[src/rtl/ray_hit_collector_if.sv]
// Comparator-issue / verdict bundle for the ray-box hit collector.
// The master side issues comparisons and supplies le. The slave side reports verdicts.
interface ray_hit_collector_if #(
    parameter int ID_W = 8
);
    logic            in_valid;
    logic            in_last;
    logic [ID_W-1:0] in_id;
    logic            le;
    logic            hit_valid;
    logic            hit;
    logic [ID_W-1:0] hit_id;
    logic            err;

    modport master (
        output in_valid, in_last, in_id, le,
        input  hit_valid, hit, hit_id, err
    );

    modport slave (
        input  in_valid, in_last, in_id, le,
        output hit_valid, hit, hit_id, err
    );
endinterface

[src/rtl/ray_hit_collector.sv]
// Folds the per-axis comparator results (tnear_max <= tfar_min) of each ray into one hit verdict.
// The issue tags are delayed so that they line up with the comparator output.
module ray_hit_collector #(
    parameter int CMP_LAT = 4,
    parameter int NCMP    = 3,
    parameter int ID_W    = 8
) (
    input logic              clk,
    input logic              rst,
    ray_hit_collector_if.slave bus
);
    localparam int                 CNT_W    = $clog2(NCMP + 2);
    localparam logic [CNT_W-1:0]   CNT_MAX  = CNT_W'(NCMP + 1);
    localparam logic [CNT_W:0]     NCMP_EXT = (CNT_W + 1)'(NCMP);

    typedef enum logic {
        S_IDLE,
        S_OPEN
    } state_t;

    logic            d_valid;
    logic            d_last;
    logic [ID_W-1:0] d_id;

    // Tag pipeline: the last stage coincides with the comparator's le for the same issue.
    genvar gi;
    generate
        for (gi = 0; gi < CMP_LAT; gi++) begin : g_stage
            logic            valid_reg;
            logic            last_reg;
            logic [ID_W-1:0] id_reg;
            logic            valid_in;
            logic            last_in;
            logic [ID_W-1:0] id_in;

            if (gi == 0) begin : g_head
                assign valid_in = bus.in_valid;
                assign last_in  = bus.in_last;
                assign id_in    = bus.in_id;
            end else begin : g_tail
                assign valid_in = g_stage[gi-1].valid_reg;
                assign last_in  = g_stage[gi-1].last_reg;
                assign id_in    = g_stage[gi-1].id_reg;
            end

            always_ff @(posedge clk or posedge rst) begin
                if (rst) begin
                    valid_reg <= 1'b0;
                    last_reg  <= 1'b0;
                    id_reg    <= '0;
                end else begin
                    valid_reg <= valid_in;
                    last_reg  <= valid_in & last_in;
                    id_reg    <= id_in;
                end
            end
        end
    endgenerate

    assign d_valid = g_stage[CMP_LAT-1].valid_reg;
    assign d_last  = g_stage[CMP_LAT-1].last_reg;
    assign d_id    = g_stage[CMP_LAT-1].id_reg;

    state_t          state_reg, state_next;
    logic            acc_reg, acc_next;
    logic [CNT_W-1:0] cnt_reg, cnt_next;
    logic [ID_W-1:0] cur_id_reg, cur_id_next;
    logic            mismatch_reg, mismatch_next;
    logic            hit_valid_reg, hit_valid_next;
    logic            hit_reg, hit_next;
    logic [ID_W-1:0] hit_id_reg, hit_id_next;
    logic            err_reg, err_next;

    logic            id_diff;
    logic            count_bad;
    logic            err_cond;
    logic [CNT_W-1:0] cnt_inc;

    // Saturate so that an overlong ray can never wrap back to a legal count.
    assign cnt_inc   = (cnt_reg == CNT_MAX) ? cnt_reg : cnt_reg + 1'b1;
    assign id_diff   = (state_reg == S_OPEN) && (d_id != cur_id_reg);
    assign count_bad = (({1'b0, cnt_reg} + 1'b1) != NCMP_EXT);
    assign err_cond  = mismatch_reg | id_diff | count_bad;

    always_ff @(posedge clk or posedge rst) begin
        if (rst) begin
            state_reg     <= S_IDLE;
            acc_reg       <= 1'b1;
            cnt_reg       <= '0;
            cur_id_reg    <= '0;
            mismatch_reg  <= 1'b0;
            hit_valid_reg <= 1'b0;
            hit_reg       <= 1'b0;
            hit_id_reg    <= '0;
            err_reg       <= 1'b0;
        end else begin
            state_reg     <= state_next;
            acc_reg       <= acc_next;
            cnt_reg       <= cnt_next;
            cur_id_reg    <= cur_id_next;
            mismatch_reg  <= mismatch_next;
            hit_valid_reg <= hit_valid_next;
            hit_reg       <= hit_next;
            hit_id_reg    <= hit_id_next;
            err_reg       <= err_next;
        end
    end

    always_comb begin
        state_next     = state_reg;
        acc_next       = acc_reg;
        cnt_next       = cnt_reg;
        cur_id_next    = cur_id_reg;
        mismatch_next  = mismatch_reg;
        hit_valid_next = 1'b0;
        hit_next       = hit_reg;
        hit_id_next    = hit_id_reg;
        err_next       = err_reg;

        if (d_valid) begin
            if (!d_last) begin
                acc_next = acc_reg & bus.le;
                cnt_next = cnt_inc;
                if (state_reg == S_IDLE) begin
                    cur_id_next = d_id;
                    state_next  = S_OPEN;
                end else if (id_diff) begin
                    mismatch_next = 1'b1;
                end
            end else begin
                // Verdict cycle: the accumulator is re-armed here so the next ray may follow without a bubble.
                hit_valid_next = 1'b1;
                hit_next       = acc_reg & bus.le & ~err_cond;
                hit_id_next    = (state_reg == S_OPEN) ? cur_id_reg : d_id;
                err_next       = err_cond;
                acc_next       = 1'b1;
                cnt_next       = '0;
                mismatch_next  = 1'b0;
                state_next     = S_IDLE;
            end
        end
    end

    assign bus.hit_valid = hit_valid_reg;
    assign bus.hit       = hit_reg;
    assign bus.hit_id    = hit_id_reg;
    assign bus.err       = err_reg;
endmodule
[src/flat_wrapper.sv]
// flat-port wrapper written by rule: the top's interface ports become plain ports
module ray_hit_collector_flat 
#(
    parameter int CMP_LAT = 4,
    parameter int NCMP    = 3,
    parameter int ID_W    = 8
)
  (clk, rst, bus_in_valid, bus_in_last, bus_in_id, bus_le, bus_hit_valid, bus_hit, bus_hit_id, bus_err);
  ray_hit_collector_if #(.ID_W(ID_W)) bus_i ();
  input logic clk;
  input logic rst;
  input wire logic [$bits(bus_i.in_valid)-1:0] bus_in_valid;
  input wire logic [$bits(bus_i.in_last)-1:0] bus_in_last;
  input wire logic [$bits(bus_i.in_id)-1:0] bus_in_id;
  input wire logic [$bits(bus_i.le)-1:0] bus_le;
  output wire logic [$bits(bus_i.hit_valid)-1:0] bus_hit_valid;
  output wire logic [$bits(bus_i.hit)-1:0] bus_hit;
  output wire logic [$bits(bus_i.hit_id)-1:0] bus_hit_id;
  output wire logic [$bits(bus_i.err)-1:0] bus_err;
  assign bus_i.in_valid = bus_in_valid;
  assign bus_i.in_last = bus_in_last;
  assign bus_i.in_id = bus_in_id;
  assign bus_i.le = bus_le;
  assign bus_hit_valid = bus_i.hit_valid;
  assign bus_hit = bus_i.hit;
  assign bus_hit_id = bus_i.hit_id;
  assign bus_err = bus_i.err;
  ray_hit_collector #(.CMP_LAT(CMP_LAT), .NCMP(NCMP), .ID_W(ID_W)) u_core (.clk(clk), .rst(rst), .bus(bus_i));
endmodule
[config.mk]
export PLATFORM = sky130hd
export DESIGN_NAME = ray_hit_collector_flat
export DESIGN_NICKNAME = d
export VERILOG_FILES = /design/src/rtl/ray_hit_collector_if.sv /design/src/rtl/ray_hit_collector.sv /design/src/flat_wrapper.sv
export SDC_FILE = /design/constraint.sdc
export NUM_CORES = 1
export LEC_CHECK = 0
export BUFFER_PORTS_ARGS = -buffer_cell sky130_fd_sc_hd__buf_2
export CORE_MARGIN = 5
export CORE_UTILIZATION = 35
export CTS_BUF_LIST = sky130_fd_sc_hd__clkbuf_8
export CTS_CLUSTER_SIZE = 25
export DETAILED_ROUTE_END_ITERATION = 16
export HOLD_SLACK_MARGIN = 0.1
export PLACE_DENSITY_LB_ADDON = 0.08
export REMOVE_ABC_BUFFERS = 1
export SKIP_LAST_GASP = 1
export SYNTH_ARGS = -nofsm -noshare
export SYNTH_HDL_FRONTEND = slang
export SYNTH_SLANG_ARGS = --single-unit
export TNS_END_PERCENT = 100
[constraint.sdc]
create_clock -name clk -period 2.87 [get_ports clk]
set_input_delay 0.574 -clock clk [delete_from_list [all_inputs] [get_ports clk]]
set_output_delay 0.574 -clock clk [all_outputs]
set_load 0.01 [all_outputs]
After elaboration in Yosys (flattened, before gate mapping):

Cells that the tools add are included.

* logic and storage cells: 54
* bits of input ports: 13
* register bits after elaboration: 65

* multiplexer cells: 10
* add/sub/neg operators: 2
* eq/ne operators: 4
* reduce and logical (&&, ||, !) cells: 7
* bitwise gates (word level): 10

Operators by type and width (number)
* $mux 8: 1
* $ne 8x8->1: 1
* $mux 1: 7
* $and 1x1->1: 6
* $mux 3: 2
* $reduce_and 2->1: 3
* $add 3x1->4 const B: 1
* $ne 4x2->1 const B: 1
* $reduce_bool 2->1: 2
* $add 3x1->3 const B: 1
* $eq 3x3->1 const B: 1
* $reduce_and 3->1: 1
* $ne 2x1->1 const B: 1
* $not 1->1: 2
* $or 1x1->1: 2
* $logic_and 1x1->1: 1

Logic depth before layout (Yosys ltp):

Gate-level depths: netlist of run 1.

* word-level depth: 6
* mapped depth: 5
* mapped depth without buffers: 5

Least setup slack after synthesis of run 1:

No wires, ideal clock.

* path type: reg-to-reg
* start: register u_core.cnt_reg[1]
* end: register u_core.hit_reg, in the netlist u_core.bus.hit
* setup time: 0.122 ns
* period minus slack after synthesis: 1.292 ns
* data required time: 2.748 ns
* arrival: 1.171 ns
* path slack: 1.578 ns
* cell stages (with the launch flop): 6
* buffers on the path: 0
* cells stage by stage: dfrtp_1 -> ha_1 -> nand2_1 -> a21oi_1 -> o211a_1 -> a32o_1

* cells in the longest elaborated chain, start to end: 5

RTL lines
* start: declaration: RTL line ray_hit_collector.sv:66 `logic [CNT_W-1:0] cnt_reg, cnt_next;`
* start signal: assignment: RTL line ray_hit_collector.sv:99 `cnt_reg <= cnt_next;`
* $add 3x1->4: RTL line ray_hit_collector.sv:82 `assign count_bad = (({1'b0, cnt_reg} + 1'b1) != NCMP_EXT);`
* $ne 4x2->1: RTL line ray_hit_collector.sv:82
* $or 1x1->1: RTL line ray_hit_collector.sv:83 `assign err_cond = mismatch_reg | id_diff | count_bad;`
* $not 1->1: RTL line ray_hit_collector.sv:133 `hit_next = acc_reg & bus.le & ~err_cond;`
* $and 1x1->1: RTL line ray_hit_collector.sv:133
* end signal: assignment: RTL line ray_hit_collector.sv:103 `hit_reg <= hit_next;`
* end: declaration: RTL line ray_hit_collector.sv:70 `logic hit_reg, hit_next;`

Every way passes these cells.
A chain may end at the register's enable or synchronous reset.

Worst setup path after layout of run 1:

* start: register u_core.hit_id_reg[3], in the netlist u_core.bus.hit_id[3]
* end: output port bus_hit_id[3]

RTL lines
* start: declaration: RTL line ray_hit_collector.sv:71 `logic [ID_W-1:0] hit_id_reg, hit_id_next;`
* start signal: assignment: RTL line ray_hit_collector.sv:104 `hit_id_reg <= hit_id_next;`
* end: declaration: RTL line flat_wrapper.sv:18 `output wire logic [$bits(bus_i.hit_id)-1:0] bus_hit_id;`

No word-level cell between the ends.

==> results of run 1 <==
==> report_power, final <==
| part | total, µW | switching, µW | internal (µW) |
|---|---|---|---|
| combinational | 304 | 140 | 164 |
| sequential | 1110 | 84.8 | 1030 |
| clock | 844 | 337 | 508 |
==> stage by stage <==
step,power (µW),hold WS (ns),worst slack [ns],instance area (µm²)
finish,2259,0.2782,1.434,2705
global placement,1428,0.3316,1.436,2484
detailed placement,1441,0.3347,1.382,2484
global route,2398,0.3014,1.372,2705
floorplan,1340,0.3312,0.6712,2257
CTS,2304,0.2807,1.403,2705
==> layout make-up <==
| type | count | area [µm²] | share of cell area [%] |
|---|---|---|---|
| sequential | 65 | 1628 | 60.18 |
| multi-input combinational | 75 | 600.6 | 22.20 |
| clock buffer | 10 | 137.6 | 5.088 |
| timing repair buffer | 25 | 130.1 | 4.810 |
| tap | 77 | 96.34 | 3.562 |
| clock inverter | 6 | 83.83 | 3.099 |
| inverter | 7 | 28.78 | 1.064 |
==> kinds of logic (layout without fill, tap and decap cells) <==
kind of cell | after synthesis | in the layout | share of synthesized area [%]
muxes | 17 | 17 | 9.256
xor gates and xnor gates | 8 | 8 | 3.067
DFF | 65 | 65 | 71.25
adders and majority gates | 3 | 3 | 1.643
buffers and inverters | 10 | 48 | 2.464
AOI/OAI and AO/OA | 22 | 22 | 5.750
and+or+nand+nor | 25 | 25 | 6.571
==> synth_stat cells (all sizes together) <==
| cell type | instances |
|---|---|
| dfrtp | 64 |
| nand2 | 12 |
| o21ai | 11 |
| mux2 | 9 |
| mux2i | 8 |
| xnor2 | 8 |
| inv | 7 |
| a21oi | 5 |
| nor2 | 5 |
| and2 | 4 |
| buf | 3 |
| ha | 3 |
| nand4 | 2 |
| a22o | 1 |
| a31o | 1 |
| a31oi | 1 |
| a32o | 1 |
| and3 | 1 |
| dfstp | 1 |
| nand2b | 1 |
| o211a | 1 |
| o211ai | 1 |
==> metal layers <==
layer | wire (µm) | global-route usage (%) | vias to the layer above
li1 | - | - | 567
met1 | 1555 | 12.13 | 572
met2 | 1706 | 14.77 | 25
met3 | 225 | 5.917 | 6
met4 | 66 | 5.134 | 0
met5 | 0 | 0 | -
==> how the worst max path moves through the flow <==
stage                                 to  cells past startpoint            startpoint
final                      bus_hit_id[3]                      1  u_core.bus.hit_id[3]
after global routing       bus_hit_id[4]                      1  u_core.bus.hit_id[4]
after CTS                  bus_hit_id[3]                      1  u_core.bus.hit_id[3]
after detailed placement  u_core.acc_reg                      3                   rst
after global placement    u_core.acc_reg                      3                   rst
after floorplan           u_core.bus.err                      1                   rst
==> results.py, run 1 <==
metrics = {
    "sta": {
        "slew_headroom_pct": 53.37,
        "finalHoldViolCount": 0,
        "max_freq_mhz": 696.6,
        "rsz0062_at_grt": "no",
        "drv_slew": 0,
        "worst_pin_slew_ns": 0.6994,
        "setup_violations": 0,
        "clock_skew_ns": 0.009792,
        "fin_crit_ns": 1.436,
        "period_share_pct": 50.02,
        "setup-tns-final_ns": 0,
    },
    "clock_tree": {
        "cts_sinks": 65,
        "ctsResizeCount": 0,
        "post_cts_buffers": 0,
        "cts_hold_buf": 0,
        "clock_latency_ns": 0.34,
        "cts_tree": "done",
        "cts_root_buffer": "clkbuf_8",
        "htreeDepth": 3,
        "numCtsBuffers": 9,
        "clock_path_buffers": 2,
        "path_clk_slew_ns": 0.07,
    },
    "route": {
        "viasPerCell": 4.415,
        "dr.pass1.iters": 4,
        "drt_drc_violations_left": 0,
        "wl_per_cell_um": 13.41,
        "via_count": 1170,
        "drt_iter0_markers": 24,
        "wl_mm": 3.554,
        "final_antenna_net_count": 0,
    },
    "layout": {
        "final_common_cell": "dfrtp_1",
        "final_cell_mix": "64 x dfrtp_1, 23 x buf_2, 11 x nand2_1",
        "final_cells": 265,
        "layout-drive-gt1-share_pct": 29.79,
        "largest_reg_flops": 24,
        "antenna_cells": 0,
        "fin_util_pct": 42.60,
        "areaGrowthSynthToFinish_pct": 18.40,
        "fin_nets": 199,
        "fill_cells": 596,
    },
    "placement": {
        "gp_congestion": 0.6679,
        "io_buffers": 23,
        "dp.final_hpwl_mm": 2.424,
        "dp.cells": 249,
    },
    "yosys": {
        "yosysWarnings": 0,
        "ys_seq_elements": 65,
        "syn_avg_cell_area_um2": 15.23,
        "syn_area_mm2": 0.002285,
        "synth_top_area_share_pct": 70.10,
        "synth_top_cell_by_area": "dfrtp_1",
        "synth_area_leaders": "dfrtp_1 70%, mux2_4 5.3%, mux2i_1 3.5%, xnor2_1 3.1%, nand2_1 1.8%",
        "yosysSeqAreaShare_pct": 71.25,
        "syn_inst": 150,
        "synth_cell_types": 28,
    },
    "global_routing": {
        "track_usage_pct": 10.25,
        "grt_antenna_before_repair": 0,
        "overflow": 0,
        "grt_start_max_net_pins": 29,
        "grt_first_pass_wirelength_mm": 6.368,
        "grt_pass1_vias": 1286,
    },
    "critical_path": {
        "r2r_end": "u_core.cur_id_reg[0]",
        "crit_buf_inv": 1,
        "reg2reg_depth": 2,
        "cp_cell_sequence": "buf_2",
        "r2r-start": "u_core.state_reg",
        "cp.required_ns": 2.30,
        "max_stage_delay_ns": 0.38,
        "start_kind": "flip-flop",
        "crit_family": "flip-flops",
        "cp_max_fo": 2,
        "slowest_stage": "dfrtp_1",
        "reg2reg_slack_ns": 1.44,
        "arrival_ns": 0.86,
        "critPathKind": "flip-flop to primary output",
        "critPathCaptureType": "primary output",
    },
    "floorplan": {
        "start_util_pct": 35.98,
        "core_area_mm2": 0.006350,
        "die_area_mm2": 0.008244,
        "die_h_um": 90.80,
        "die_w_um": 90.80,
        "ios": 24,
        "rows": 29,
    },
    "power_and_ir_drop": {
        "power_density_mw_per_mm2": 835.3,
        "ir_drop_mv": 0.4211,
        "p_leak_uw": 0.001350,
    },
    "run_status": {
        "status": "complete, no violations",
    },
    "run": {
        "cap_violations": 0,
    },
    "worst_hold_path": {
        "hold_path.class": "primary input to async pin",
    },
}
Note: power is estimated with default switching activity, not from simulation.
==> run 2: changes to the inputs <==
==> constraint.sdc (replaced) <==
create_clock -name clk -period 1.25 [get_ports clk]
set_input_delay 0.25 -clock clk [delete_from_list [all_inputs] [get_ports clk]]
set_output_delay 0.25 -clock clk [all_outputs]
set_load 0.01 [all_outputs]
==> run 2 against run 1 <==
The flow now finishes with violations (setup timing). Sequential power grew 130%. Die area is the same. Clock skew shrank 0.0034 ns. Sequential cell count is the same. Design area grew 6.6%. Core utilization grew 2.8 points. Worst hold slack lost 0.15 ns. Critical path depth grew 4. Global-route usage grew 0.18 points. Setup slack lost 1.4 ns. Via count grew 8.5%. Final cell count grew 6.8%. Highest routed layer unchanged.
==> results.py, run 2 (synthesis results as in run 1) <==
metrics = {
    "layout": {
        "areaGrowthSynthToFinish_pct": 26.18,
        "fin_area_mm2": 0.002883,
        "layout-drive-gt1-share_pct": 33.01,
        "antenna_cells": 0,
        "fin_nets": 217,
        "fin_util_pct": 45.40,
        "final_common_cell": "dfrtp_1",
        "final_cell_mix": "63 x dfrtp_1, 23 x buf_2, 11 x nand2_1",
        "largest_reg_flops": 24,
    },
    "critical_path": {
        "critPathCaptureType": "flip-flop",
        "r2r_end": "u_core.bus.hit",
        "slowest_stage": "dfrtp_1",
        "cp_cell_sequence": "ha_2, nand2_1, a21oi_1, o211a_1, a32o_1",
        "critPathLaunch": "u_core.cnt_reg[0]",
        "arrival_ns": 1.48,
        "cp.required_ns": 1.46,
        "critPathKind": "flip-flop to flip-flop",
        "reg2reg_depth": 5,
        "cp_max_fo": 3,
        "start_kind": "flip-flop",
        "max_stage_delay_ns": 0.39,
        "r2r-start": "u_core.cnt_reg[0]",
        "cp-endpoint": "u_core.bus.hit",
        "reg2reg_slack_ns": -0.01,
    },
    "floorplan": {
        "rows": 29,
        "die_w_um": 90.80,
        "die_h_um": 90.80,
        "ios": 24,
        "core_area_mm2": 0.006350,
        "die_area_mm2": 0.008244,
        "start_util_pct": 35.98,
    },
    "clock_tree": {
        "clock_latency_ns": 0.33,
        "path_clk_slew_ns": 0.06,
        "cts_sinks": 65,
        "post_cts_buffers": 0,
        "numCtsBuffers": 9,
        "cts_tree": "done",
        "cts_root_buffer": "clkbuf_8",
        "clock_path_buffers": 2,
        "htreeDepth": 3,
    },
    "sta": {
        "drv_slew": 0,
        "worst_pin_slew_ns": 0.3731,
        "slew_headroom_pct": 75.09,
        "setup_violations": 2,
        "setup_ws_ns": -0.01183,
        "fin_crit_ns": 1.262,
        "finalHoldViolCount": 0,
        "clock_skew_ns": 0.006430,
        "max_freq_mhz": 792.5,
        "period_share_pct": 100.9,
        "rsz0062_at_grt": "yes",
    },
    "global_routing": {
        "grt_pass1_vias": 1424,
        "grt_antenna_before_repair": 0,
        "overflow": 0,
        "grt_first_pass_wirelength_mm": 6.582,
        "track_usage_pct": 10.43,
        "grt_start_max_net_pins": 32,
    },
    "power_and_ir_drop": {
        "p_sw_uw": 1289,
        "ir_drop_mv": 0.7443,
        "switching_share_pct": 25.34,
        "p_clk_share_pct": 32.4,
        "power_density_mw_per_mm2": 1764,
        "internal-power_uw": 3796,
        "combPwrFrac_pct": 17.7,
        "p_leak_uw": 0.001436,
        "power_frac_seq_pct": 49.9,
    },
    "route": {
        "via_count": 1270,
        "wl_per_cell_um": 12.84,
        "viasPerCell": 4.488,
        "drt_drc_violations_left": 0,
        "dr.pass1.iters": 4,
        "wl_mm": 3.635,
        "drt_iter0_markers": 31,
        "final_antenna_net_count": 0,
    },
    "run_status": {
        "violations": "setup timing",
        "status": "complete, but fails checks",
    },
    "run": {
        "cap_violations": 0,
    },
    "placement": {
        "place_area_mm2": 0.002569,
        "gp_congestion": 0.6769,
        "io_buffers": 23,
        "dp.final_hpwl_mm": 2.415,
    },
    "worst_hold_path": {
        "hold_path.class": "primary input to flip-flop",
    },
}
run 2: cell count changes in the layout (fill, tap and decap cells not counted), moves of 2 or more:
| cell | before | now |
|---|---|---|
| o21ai_2 | 0 | 2 |
| ha_1 | 3 | 1 |
| buf_4 | 2 | 8 |
| inv_1 | 7 | 9 |
| buf_12 | 0 | 2 |
| dlygate4sd3_1 | 0 | 10 |
run 2: worst min-delay path by stage:
| stage | startpoint | endpoint | slack, ns | cells after the start |
|---|---|---|---|---|
| detailed placement | rst | u_core.g_stage[0].last_reg | 0.26 | 2 |
| global placement | rst | u_core.g_stage[0].last_reg | 0.24 | 2 |
| global route | bus_in_last | u_core.g_stage[0].last_reg | 0.11 | 2 |
| CTS | bus_in_last | u_core.g_stage[0].last_reg | 0.11 | 2 |
| floorplan | bus_in_id[0] | u_core.g_stage[0].id_reg[0] | 0.28 | 0 |
| finish | bus_in_last | u_core.g_stage[0].last_reg | 0.13 | 2 |
run 2: power by group through the flow:
stage | Clock, µW | Sequential, µW | Combinational [µW]
after floorplan | 0 | 2590 | 492
after global placement | 0 | 2560 | 783
after detailed placement | 0 | 2580 | 819
after CTS | 1730 | 2540 | 893
after global routing | 1840 | 2580 | 1010
final | 1650 | 2540 | 899
run 2: layout make-up:
type,count,area (µm²)
clock buffers,10,137.6
multi-input cells,75,626.9
repair buffers,43,315.3
fillers,574,3467
flip-flops and latches,65,1629
inverters,7,28.78
clock inverters,6,48.80
well taps,77,96.34
run 2: repair_timing:
action                                  4_1_cts  5_1_grt
gates resized for setup                       5        4
hold buffers                                 10        0
pin swaps                                     2        4
endpoints found under the hold margin        22        0
endpoints found under the setup margin        4        7
run 2: worst max-delay path, delay by kind of cell (launching register included):
kind	cells	cell delay, ns
flops	1	0.39
compound gates	3	0.51
fa+ha+maj	1	0.20
simple gates	1	0.06
run 2: routing by layer:
| metal | global-route usage (%) | routed length [µm] | vias to the layer above |
|---|---|---|---|
| met5 | 0 | 0 | - |
| met4 | 7.335 | 74 | 0 |
| met1 | 11.88 | 1559 | 635 |
| met2 | 15.80 | 1816 | 25 |
| li1 | - | - | 603 |
| met3 | 4.250 | 185 | 7 |
run 2: stage by stage:
stage / TNS [ns] / instances / total power (µW) / setup slack (ns) / hold WS (ns)
2_1_floorplan: -40.41 / 147 / 3078 / -0.6248 / 0.2814
3_3_place_gp: -0.01546 / 257 / 3341 / -0.01546 / 0.2385
3_5_place_dp: -0.3354 / 257 / 3396 / -0.1328 / 0.2571
4_1_cts: -0.02069 / 283 / 5165 / -0.02069 / 0.1053
5_1_grt: -0.2119 / 283 / 5430 / -0.06145 / 0.1101
6_report: -0.01811 / 283 / 5085 / -0.01183 / 0.1311
==> run 3: changes to the inputs <==
--- a/config.mk
+++ b/config.mk
@@ -13,7 +13,6 @@
 export DETAILED_ROUTE_END_ITERATION = 16
 export HOLD_SLACK_MARGIN = 0.1
 export PLACE_DENSITY_LB_ADDON = 0.08
-export REMOVE_ABC_BUFFERS = 1
 export SKIP_LAST_GASP = 1
 export SYNTH_ARGS = -nofsm -noshare
 export SYNTH_HDL_FRONTEND = slang
==> run 3 against run 2 <==
The flow still finishes with violations (setup timing). Power rose by 5.4%. First-iteration DRC count decreased by 29%. Setup slack worse by 0.061 ns. Die area unchanged. Sequential power about the same. Wire length down 5.7%. Sequential cell count stayed put.
==> results.py, run 3 (synthesis results as in run 1) <==
metrics = {
    "clock_tree": {
        "cts_sinks": 65,
        "cts_tree": "done",
        "path_clk_slew_ns": 0.07,
        "htreeDepth": 3,
        "cts_root_buffer": "clkbuf_8",
        "numCtsBuffers": 9,
        "clock_latency_ns": 0.32,
        "clock_path_buffers": 2,
    },
    "power_and_ir_drop": {
        "switching_share_pct": 24.65,
        "power_density_mw_per_mm2": 1829,
        "combPwrFrac_pct": 16.5,
        "power_frac_seq_pct": 47.9,
        "p_sw_uw": 1321,
        "internal-power_uw": 4036,
        "ir_drop_mv": 1.115,
        "p_leak_uw": 0.001445,
        "p_clk_share_pct": 35.6,
    },
    "floorplan": {
        "die_area_mm2": 0.008244,
        "die_w_um": 90.80,
        "die_h_um": 90.80,
        "start_util_pct": 35.98,
        "ios": 24,
        "core_area_mm2": 0.006350,
        "rows": 29,
    },
    "layout": {
        "fill_cells": 562,
        "final_cells": 286,
        "antenna_cells": 0,
        "fin_util_pct": 46.13,
        "fin_nets": 220,
        "final_common_cell": "dfrtp_1",
        "final_cell_mix": "62 x dfrtp_1, 23 x buf_2, 12 x buf_4",
        "layout-drive-gt1-share_pct": 34.93,
        "areaGrowthSynthToFinish_pct": 28.20,
        "largest_reg_flops": 24,
    },
    "global_routing": {
        "overflow": 0,
        "grt_start_max_net_pins": 35,
        "grt_first_pass_wirelength_mm": 5.947,
        "grt_antenna_before_repair": 0,
        "track_usage_pct": 9.297,
        "grt_pass1_vias": 1307,
    },
    "sta": {
        "setup_ws_ns": -0.07308,
        "finalHoldViolCount": 0,
        "worst_pin_slew_ns": 0.4078,
        "setup-tns-final_ns": -0.07308,
        "slew_headroom_pct": 72.81,
        "holdWs_ns": 0.1280,
        "clock_skew_ns": 0.002103,
        "period_share_pct": 105.8,
        "fin_crit_ns": 1.323,
        "max_freq_mhz": 755.8,
        "rsz0062_at_grt": "yes",
        "setup_violations": 1,
        "drv_slew": 0,
    },
    "critical_path": {
        "max_stage_delay_ns": 0.45,
        "critPathCaptureType": "flip-flop",
        "crit_buf_inv": 0,
        "start_kind": "flip-flop",
        "arrival_ns": 1.54,
        "cp.required_ns": 1.46,
        "slowest_stage": "dfrtp_2",
        "cp_max_fo": 5,
        "cp_cell_sequence": "ha_4, nand2_1, a21oi_1, o211a_1, a32o_1",
        "r2r-start": "u_core.cnt_reg[1]",
        "critPathLaunch": "u_core.cnt_reg[1]",
        "critPathKind": "flip-flop to flip-flop",
        "crit_family": "compound AO/OA/AOI/OAI gates",
    },
    "worst_hold_path": {
        "hold_path_startpoint": "bus_in_last",
        "hold_path.class": "primary input to flip-flop",
    },
    "run_status": {
        "status": "complete, but fails checks",
        "violations": "setup timing",
    },
    "route": {
        "wl_per_cell_um": 11.99,
        "final_antenna_net_count": 0,
        "via_count": 1255,
        "drt_iter0_markers": 22,
        "dr.pass1.iters": 5,
        "drt_drc_violations_left": 0,
        "viasPerCell": 4.388,
        "wl_mm": 3.428,
    },
    "run": {
        "cap_violations": 0,
    },
    "placement": {
        "dpl_worst_slack_ns": -0.08506,
        "dp.final_hpwl_mm": 2.264,
        "io_buffers": 23,
        "dp.cells": 254,
        "gp_congestion": 0.7072,
    },
    "yosys": {
        "synth_nets": 166,
    },
}
run 3: cell count changes in the layout (fill, tap and decap cells not counted):
cell        previous run  this run
a21oi_1                4         5
clkinv_4               0         1
bufinv_16              1         2
a21oi_2                1         0
buf_4                  8        12
inv_1                  9         7
clkinvlp_4             0         2
inv_2                  2         0
buf_12                 2         1
dfrtp_1               63        62
dfrtp_2                1         2
run 3: layout make-up:
type / instances / area, µm² / area share [%]
Sequential cell: 65 / 1630 / 55.66
Multi-Input combinational cell: 75 / 623.1 / 21.27
Timing Repair Buffer: 46 / 325.3 / 11.11
Clock buffer: 10 / 137.6 / 4.699
Tap cell: 77 / 96.34 / 3.289
Clock inverter: 6 / 83.83 / 2.862
Inverter: 7 / 32.53 / 1.111
run 3: path summary, 6_finish.rpt:
kind,end,slack [ns],cells past startpoint
worst max-delay path,u_core.bus.hit,-0.07,5
worst min-delay path,u_core.g_stage[0].last_reg,0.13,2
worst max register to register,u_core.bus.hit,-0.07,5
worst min register to register,u_core.g_stage[2].id_reg[7],0.35,0
max in group asynchronous,u_core.bus.hit_id[7],0.35,4
min in group asynchronous,u_core.g_stage[1].last_reg,0.50,4
run 3: stage by stage:
stage          area [µm²]  total power (µW)
6_report             2929              5357
3_3_place_gp         2540              3294
2_1_floorplan        2291              3087
4_1_cts              2873              5338
3_5_place_dp         2540              3340
5_1_grt              2929              5660
run 3: what timing repair did:
item	4_1_cts	5_1_grt
hold buffers	10	0
pin swaps	2	8
setup buffers	1	5
endpoints found under the setup margin	3	14
endpoints found under the hold margin	73	0
resized for setup	1	6
gates cloned	0	0
run 3: power by group through the flow:
stage | combinational [µW] | sequential, µW | clock (µW)
after floorplan | 506 | 2580 | 0
after global placement | 727 | 2570 | 0
after detailed placement | 751 | 2590 | 0
after CTS | 803 | 2550 | 1980
after global routing | 986 | 2590 | 2080
final | 886 | 2570 | 1900
run 3: layer usage:
layer | wire length, µm | vias up | GRT usage (%) | part of all wire (%)
li1 | - | 611 | - | -
met1 | 1601 | 598 | 10.90 | 47
met2 | 1505 | 39 | 13.92 | 44
met3 | 263 | 7 | 5.500 | 7.7
met4 | 58 | 0 | 3.667 | 1.7
met5 | 0 | - | 0 | 0
run 3: worst register-to-register path, delay by kind of cell, from the launching register on:
kind,cells,cell delay (ns)
AOI/OAI and AO/OA,3,0.52
DFF,1,0.45
adders and majority gates,1,0.18
and+or+nand+nor,1,0.07
